`src/rtl/count_decoder.sv`:
```
// count_decoder: builds the 7-bit thermometer word for a 3-bit count, one bit per cycle, MSB first; define COUNT_DECODER_SERIAL_EN to expose the serial bit stream
module count_decoder (
  input  logic       clk,
  input  logic       rst,
  input  logic       in_valid,
  output logic       in_ready,
  input  logic [2:0] in_count,
  output logic       out_valid,
  input  logic       out_ready,
  output logic [6:0] out_x,
  output logic [1:0] out_class,
  output logic       ser_valid,
  output logic       ser_bit
);
  typedef enum logic [1:0] {IDLE, SHIFT, DONE} state_t;
  state_t     state_q, state_d;
  logic [2:0] cnt_q, cnt_d, k_q, k_d, rem;
  logic [6:0] x_q, x_d;
  logic [1:0] cls_q, cls_d;
  logic       b;
  assign rem       = 3'd6 - k_q;
  assign b         = rem < cnt_q;
  assign out_x     = x_q;
  assign out_class = cls_q;
  // state and datapath registers
  always_ff @(posedge clk or posedge rst) begin
    if (rst) begin
      state_q <= IDLE;
      cnt_q   <= 3'd0;
      k_q     <= 3'd0;
      x_q     <= 7'd0;
      cls_q   <= 2'd0;
    end else begin
      state_q <= state_d;
      cnt_q   <= cnt_d;
      k_q     <= k_d;
      x_q     <= x_d;
      cls_q   <= cls_d;
    end
  end
  // accept a count, shift in one bit per cycle until k reaches 6, then hold until the result is taken
  always_comb begin
    state_d   = state_q;
    cnt_d     = cnt_q;
    k_d       = k_q;
    x_d       = x_q;
    cls_d     = cls_q;
    in_ready  = state_q == IDLE;
    out_valid = state_q == DONE;
    case (state_q)
      IDLE: if (in_valid) begin
        cnt_d   = in_count;
        cls_d   = {1'b0, in_count[0]} + {1'b0, in_count[1]} + {1'b0, in_count[2]};
        x_d     = 7'd0;
        k_d     = 3'd0;
        state_d = SHIFT;
      end
      SHIFT: begin
        x_d     = {x_q[5:0], b};
        k_d     = k_q == 3'd6 ? k_q : k_q + 3'd1;
        state_d = k_q == 3'd6 ? DONE : SHIFT;
      end
      DONE: if (out_ready) state_d = IDLE;
      default: state_d = IDLE;
    endcase
  end
`ifdef COUNT_DECODER_SERIAL_EN
  assign ser_valid = state_q == SHIFT;
  assign ser_bit   = ser_valid & b;
`else
  assign ser_valid = 1'b0;
  assign ser_bit   = 1'b0;
`endif
endmodule

```
`config.mk`:
```
export PLATFORM = sky130hd
export DESIGN_NAME = count_decoder
export DESIGN_NICKNAME = d
export VERILOG_FILES = /design/src/rtl/count_decoder.sv
export SDC_FILE = /design/constraint.sdc
export NUM_CORES = 1
export LEC_CHECK = 0
export ABC_CLOCK_PERIOD_IN_PS = 2000
export CAP_MARGIN = 10
export CORE_UTILIZATION = 45
export CTS_BUF_LIST = sky130_fd_sc_hd__clkbuf_4 sky130_fd_sc_hd__clkbuf_8
export CTS_CLUSTER_DIAMETER = 200
export DETAILED_ROUTE_END_ITERATION = 7
export PLACE_DENSITY = 0.73
export SLEW_MARGIN = 15
export SYNTH_ARGS = -nofsm -noshare
export SYNTH_HDL_FRONTEND = slang
export SYNTH_SLANG_ARGS = --single-unit
export TNS_END_PERCENT = 1
```
`constraint.sdc`:
```
create_clock -name clk -period 2 [get_ports clk]
set_clock_uncertainty 0.2 [all_clocks]
set_input_delay 0.4 -clock clk [delete_from_list [all_inputs] [get_ports clk]]
set_output_delay 0.4 -clock clk [all_outputs]
set_load 0.02 [all_outputs]
```
==> results of run 1 <==
## sequential cells by signal, summed over array words and instances (netlist names)
name       count
out_x          7
k_q            3
state_q        2
cnt_q          3
out_class      2
## worst min-delay path: stages
cell,delay [ns]
clkdlybuf4s50_1,0.39
inv_1,0.05
buf_4,0.24
## through the flow
step	hold slack [ns]	total power, mW	std cells	instance area (um^2)
finish	0.2126	1.736	118	1080
global route	0.2467	1.883	118	1080
CTS	0.2193	1.758	118	1080
detailed placement	0.2766	1.567	114	1052
global placement	0.2730	1.533	114	1052
floorplan	0.1261	1.235	73	853.3
## power groups by stage
stage / Sequential, mW / Combinational, mW / Clock (mW)
6_report: 0.629 / 0.912 / 0.195
5_1_grt: 0.652 / 1.01 / 0.222
4_1_cts: 0.629 / 0.925 / 0.203
3_5_place_dp: 0.636 / 0.930 / 0
3_3_place_gp: 0.630 / 0.903 / 0
2_1_floorplan: 0.705 / 0.530 / 0
## routing by layer
| metal | GRT usage, % | vias to the layer above | share of wire [%] |
|---|---|---|---|
| met5 | 0 | - | 0 |
| met4 | 5.455 | 0 | 0.77 |
| met3 | 6.349 | 2 | 3.9 |
| met2 | 28.86 | 12 | 48 |
| met1 | 23.59 | 283 | 47 |
| li1 | - | 290 | - |
## cells by family (layout without fill, tap and decap cells)
group / Yosys count / count (layout) / synth area share [%]
buffers and inverters: 11 / 31 / 6.037
XOR/XNOR: 1 / 1 / 1.031
AND/OR/NAND/NOR: 12 / 12 / 7.659
multiplexers: 6 / 6 / 8.394
other: 1 / 2 / 0.4414
AO/OA/AOI/OAI: 18 / 18 / 16.64
adder cells (fa/ha/maj): 6 / 6 / 9.720
flip-flops: 17 / 17 / 50.07
## final cells by class
type | instances | share of cell area [%]
Tap cell | 25 | 2.897
Sequential cell | 17 | 39.40
Multi-Input combinational cell | 45 | 34.88
Clock buffer | 4 | 2.781
Timing Repair Buffer | 20 | 17.61
Inverter | 7 | 2.433
## repair_timing
action                                  4_1_cts  5_1_grt
endpoints found under the hold margin         0        0
endpoints found under the setup margin        2        0
resized for setup                             2        0
## path summary, 6_finish.rpt
kind	startpoint	to	cells past startpoint
worst min-delay path	rst	out_x[0]$_DFFE_PP0P_	3
worst max register to register	k_q[0]$_DFFE_PP0P_	out_x[0]$_DFFE_PP0P_	6
min in group clk	cnt_q[2]$_DFFE_PP0P_	cnt_q[2]$_DFFE_PP0P_	1
worst min register to register	cnt_q[2]$_DFFE_PP0P_	cnt_q[2]$_DFFE_PP0P_	1
max in group asynchronous	rst	out_class[0]$_DFFE_PP0P_	3
worst max-delay path	out_x[5]$_DFFE_PP0P_	out_x[5]	1
## cell usage in the layout (no fill, tap or decap), drive strengths merged, types with 2 or more instances in the layout
| cell type | instances |
|---|---|
| nand2 | 3 |
| nor3 | 2 |
| dfrtp | 17 |
| inv | 7 |
| clkdlybuf4s50 | 15 |
| nor2 | 4 |
| mux2 | 6 |
| clkbuf | 4 |
| nand2b | 2 |
| ha | 5 |
| a22o | 8 |
| dlygate4sd2 | 2 |
| a21oi | 2 |
| o21ai | 3 |
| buf | 3 |
| conb | 2 |
==> results.toml, run 1 <==
[power]
combinationalPowerShare_pct = 52.5
pwr-share-clk_pct = 11.2
sequentialPowerShare_pct = 36.2
power_density_nw_per_um2 = 1608
leakagePower_nw = 0.5076
p_int_mw = 1.059
power.share.switching_pct = 38.99
switching_power_mw = 0.6768
peakVddDrop_uv = 747.7

[cells_and_area]
layout-area-overhead-vs-synth_pct = 27.10
drive_gt1_share_pct = 13.98
nets = 107
fill_cells = 143
utilization_pct = 61.86
area.sequential_um2 = 425.4
antennaDiodeCount = 0
multi_input_comb_area_um2 = 376.6

[synth]
synth-seq-area-share_pct = 50.07
synthesis.instances = 72
synth_seq_cells = 17
yosysTopAreaCell = "dfrtp_1"
ys_dominant_reg_cell = "dfrtp_1"
synth_top_cells_by_count = "17 x dfrtp_1, 8 x a22o_1, 7 x inv_1"
yosys-top-cells-area = "dfrtp_1 50%, a22o_1 8.2%, ha_1 7.4%"
yosysWarnings = 0
syn_area_per_cell_um2 = 11.80
syn_area_um2 = 849.6
synthDominantCellAreaShare_pct = 50.07
synth_enable_flop_cells = 0
yosysMostFrequentCell = "dfrtp_1"
share_of_synthesized_registers_carrying_an_async_set_or_reset_pct = 100.0
synthDistinctLibCells = 27

[placed_design]
port-buffer-count = 17
pre_cts_ws_ns = 0.01955
hpwl_um = 1205
place.gp.congestion = 0.7870

[setup_path]
slowest_stage = "clkdlybuf4s50_1"
cpPeakStageDelay_ns = 0.61
timing.critical_path.buf_inv = 1
cp_cell_sequence = "clkdlybuf4s50_1"
worst_ep_arrival_time_ns = 1.30
setup.worst_path.start_class = "flip-flop"
internal_reg_to_reg_setup_slack_ns = 0.14
crit_path_end_kind = "output pin"
critPathTopFamily = "buffers and inverters"
critical_path.max_fanout = 3
worst-endpoint-required_ns = 1.40
timing.setup.critical_path_class = "reg2out"

[grt]
grt_remaining_overflow = 0
grt_start_max_net_pins = 18
antenna_found_initial = 0
global_routing_usage_summed_across_all_routing_layers_pct = 18.29
via_count_of_the_first_global_routing_pass = 577
grt_first_pass_wirelength_um = 2615

[timing]
grt_setup_unrepaired = "false"
setup-tns-final_ns = 0
setup_viol = 0
timing.final.crit_share_pct = 95.09
fmaxAchievable_ghz = 0.5258
timing_max_transition_violations_final = 0
finalWorstPathRequiredPeriod_ns = 1.902
postLayoutSetupSlackWorst_ns = 0.09824
finalHoldViolations = 0

[die]
io-pin-count = 20
dieArea_um2 = 2066
dieHeight_um = 45.45
floorplan.rows = 15
die-width_um = 45.45
initial_core_util_pct = 48.67
area_of_the_core_region_um2 = 1745

[cts]
post-cts-setup-buffer-count = 0
cts_tree = "done"
path_clk_slew_ns = 0.10
postCtsHoldBufs = 0
cts-root-to-sink-buffers = 2
cts_root_buffer = "clkbuf_4"
cts_htree_levels = 1
clock_net_sink_count = 17
cts_made_buffers = 3
clkLatencyLatePin_ns = 0.29

[min_path]
hold_path_class = "in2async"

[routing]
first_iter_violations = 6
drcViolationCount = 0
via_count = 587
postRouteAntennaNets = 0
wire_per_inst_um = 13.17
totalWireLength_um = 1554
drt_first_pass_iters = 3
routed_via_density = 4.975

[run]
cap_violations = 0

[outcome]
run_status = "finished, final reports clean"
(Power assumes the default switching activity.)
==> inputs of run 2 (changes only) <==
--- a/config.mk
+++ b/config.mk
@@ -5,7 +5,7 @@
 export SDC_FILE = /design/constraint.sdc
 export NUM_CORES = 1
 export LEC_CHECK = 0
-export ABC_CLOCK_PERIOD_IN_PS = 2000
+export ABC_CLOCK_PERIOD_IN_PS = 2250
 export CAP_MARGIN = 10
 export CORE_UTILIZATION = 45
 export CTS_BUF_LIST = sky130_fd_sc_hd__clkbuf_4 sky130_fd_sc_hd__clkbuf_8
==> constraint.sdc (replaced) <==
create_clock -name clk -period 2.25 [get_ports clk]
set_clock_uncertainty 0.2 [all_clocks]
set_input_delay 0.45 -clock clk [delete_from_list [all_inputs] [get_ports clk]]
set_output_delay 0.45 -clock clk [all_outputs]
set_load 0.02 [all_outputs]
==> run 2 against run 1 <==
Compared with the run above: clock power fell by 16%; total power fell by 12%; cell count fell by 2.5%; sequential share of layout area rose by 0.96 points; highest routed layer unchanged.
==> results.toml, run 2 (same netlist as run 1, synthesis figures left out) <==
[outcome]
run_status = "finished, final reports clean"

[die]
die-width_um = 45.45
dieArea_um2 = 2066
floorplan.rows = 15
io-pin-count = 20
dieHeight_um = 45.45
initial_core_util_pct = 48.67
area_of_the_core_region_um2 = 1745

[cells_and_area]
drive_gt1_share_pct = 12.22
area.sequential_um2 = 426.7
layout-area-overhead-vs-synth_pct = 24.45
multi_input_comb_area_um2 = 376.6
antennaDiodeCount = 0
layout.cells.most_common_list = "16 x dfrtp_1, 16 x clkdlybuf4s50_1, 8 x a22o_1"
fin_cells = 115
fill_cells = 158
largest_reg_flops = 7
nets = 104
utilization_pct = 60.57

[placed_design]
port-buffer-count = 17
place.detailed.instances = 111
hpwl_um = 1153
place.gp.congestion = 0.7684

[grt]
grt_start_max_net_pins = 18
via_count_of_the_first_global_routing_pass = 541
grt_first_pass_wirelength_um = 2435
antenna_found_initial = 0
grt_remaining_overflow = 0
global_routing_usage_summed_across_all_routing_layers_pct = 16.79

[setup_path]
critical_path.max_fanout = 9
cp_cell_sequence = "nor2_1 > clkdlybuf4s50_1"
critPathTopFamily = "buffers and inverters"
timing.setup.critical_path_class = "reg2out"
worst_ep_arrival_time_ns = 1.53
setup.worst_path.start_class = "flip-flop"
slowest_stage = "clkdlybuf4s50_1"
timing.critical_path.buf_inv = 1
worst-endpoint-required_ns = 1.60
crit_path_end_kind = "output pin"
cpPeakStageDelay_ns = 0.61

[timing]
grt_setup_unrepaired = "false"
setup-tns-final_ns = 0
setup_viol = 0
finalWorstPathRequiredPeriod_ns = 2.175
max_transition_margin_pct = 57.88
timing.final.crit_share_pct = 96.67
finalHoldViolations = 0
timing_max_transition_violations_final = 0
worstMarginPinSlew_ns = 0.6311
fmaxAchievable_ghz = 0.4597

[routing]
postRouteAntennaNets = 0
routed_via_density = 5.200
via_count = 598
drt_first_pass_iters = 4
first_iter_violations = 4
totalWireLength_um = 1514
drcViolationCount = 0
wire_per_inst_um = 13.17

[cts]
postCtsHoldBufs = 0
path_clk_slew_ns = 0.10
cts-root-to-sink-buffers = 2
clock_net_sink_count = 17
cts_root_buffer = "clkbuf_4"
cts_tree = "done"
cts_htree_levels = 1
clkLatencyLatePin_ns = 0.29
cts_made_buffers = 3

[power]
switching_power_mw = 0.6054
peakVddDrop_uv = 747.6
p_int_mw = 0.9187
combinationalPowerShare_pct = 51.1
sequentialPowerShare_pct = 38.1
power.share.switching_pct = 39.72
leakagePower_nw = 0.4887
power_density_nw_per_um2 = 1442
pwr-share-clk_pct = 10.8

[min_path]
hold_path_class = "reg2reg"

[run]
cap_violations = 0
[run 2: cell types whose count changed in the layout (fill, tap and decap cells not counted)]
cell             change
dfrtp_1              -1
clkinv_2             +1
dfrtp_2              +1
clkbuf_4             -1
buf_4                -3
dlygate4sd2_1        -1
clkdlybuf4s50_1      +1
[run 2: worst paths after layout]
path	startpoint	to	slack [ns]	cells after the start
setup / recovery	state_q[0]$_DFFE_PP0P_	in_ready	0.07	2
hold / removal	cnt_q[2]$_DFFE_PP0P_	cnt_q[2]$_DFFE_PP0P_	0.30	1
setup reg to reg	k_q[0]$_DFFE_PP0P_	out_x[0]$_DFFE_PP0P_	0.36	6
hold reg to reg	cnt_q[2]$_DFFE_PP0P_	cnt_q[2]$_DFFE_PP0P_	0.30	1
max in group asynchronous	rst	state_q[0]$_DFFE_PP0P_	1.08	2
min in group asynchronous	rst	out_x[1]$_DFFE_PP0P_	0.33	2
[run 2: routing by layer]
metal | part of all wire, % | global-route usage (%) | up-vias
met4 | 1.2 | 9.091 | 0
met1 | 47 | 23.80 | 296
met5 | 0 | 0 | -
li1 | - | - | 282
met3 | 2.9 | 2.381 | 4
met2 | 49 | 24.57 | 16
[run 2: layout make-up]
type | instances | share of cell area, %
timing repair buffer | 17 | 15.98
multi-input combinational | 45 | 35.62
sequential | 17 | 40.36
inverter | 7 | 2.485
clock inverter | 1 | 0.4734
clock buffer | 3 | 2.130
tap | 25 | 2.959
[run 2: power by group through the flow]
stage | sequential, mW | clock, mW | combinational [mW]
after floorplan | 0.627 | 0 | 0.472
after global placement | 0.581 | 0 | 0.761
after detailed placement | 0.588 | 0 | 0.789
after CTS | 0.582 | 0.169 | 0.792
after global routing | 0.600 | 0.182 | 0.854
final | 0.580 | 0.164 | 0.780
[run 2: repair_timing]
action                                  4_1_cts  5_1_grt
endpoints found under the setup margin        1        1
buffers inserted                              0        0
gates resized for setup                       1        1
gates cloned                                  0        0
[run 2: per-stage QoR]
step           worst slack (ns)  cell area (um^2)  hold WS [ns]  total power, mW
2_1_floorplan            0.5476             853.3        0.1761            1.098
3_3_place_gp             0.2652              1030        0.2734            1.343
3_5_place_dp             0.2419              1030        0.2740            1.377
4_1_cts                 0.03095              1056        0.3107            1.542
5_1_grt                 0.02828              1057        0.3231            1.636
6_report                0.07483              1057        0.3020            1.524
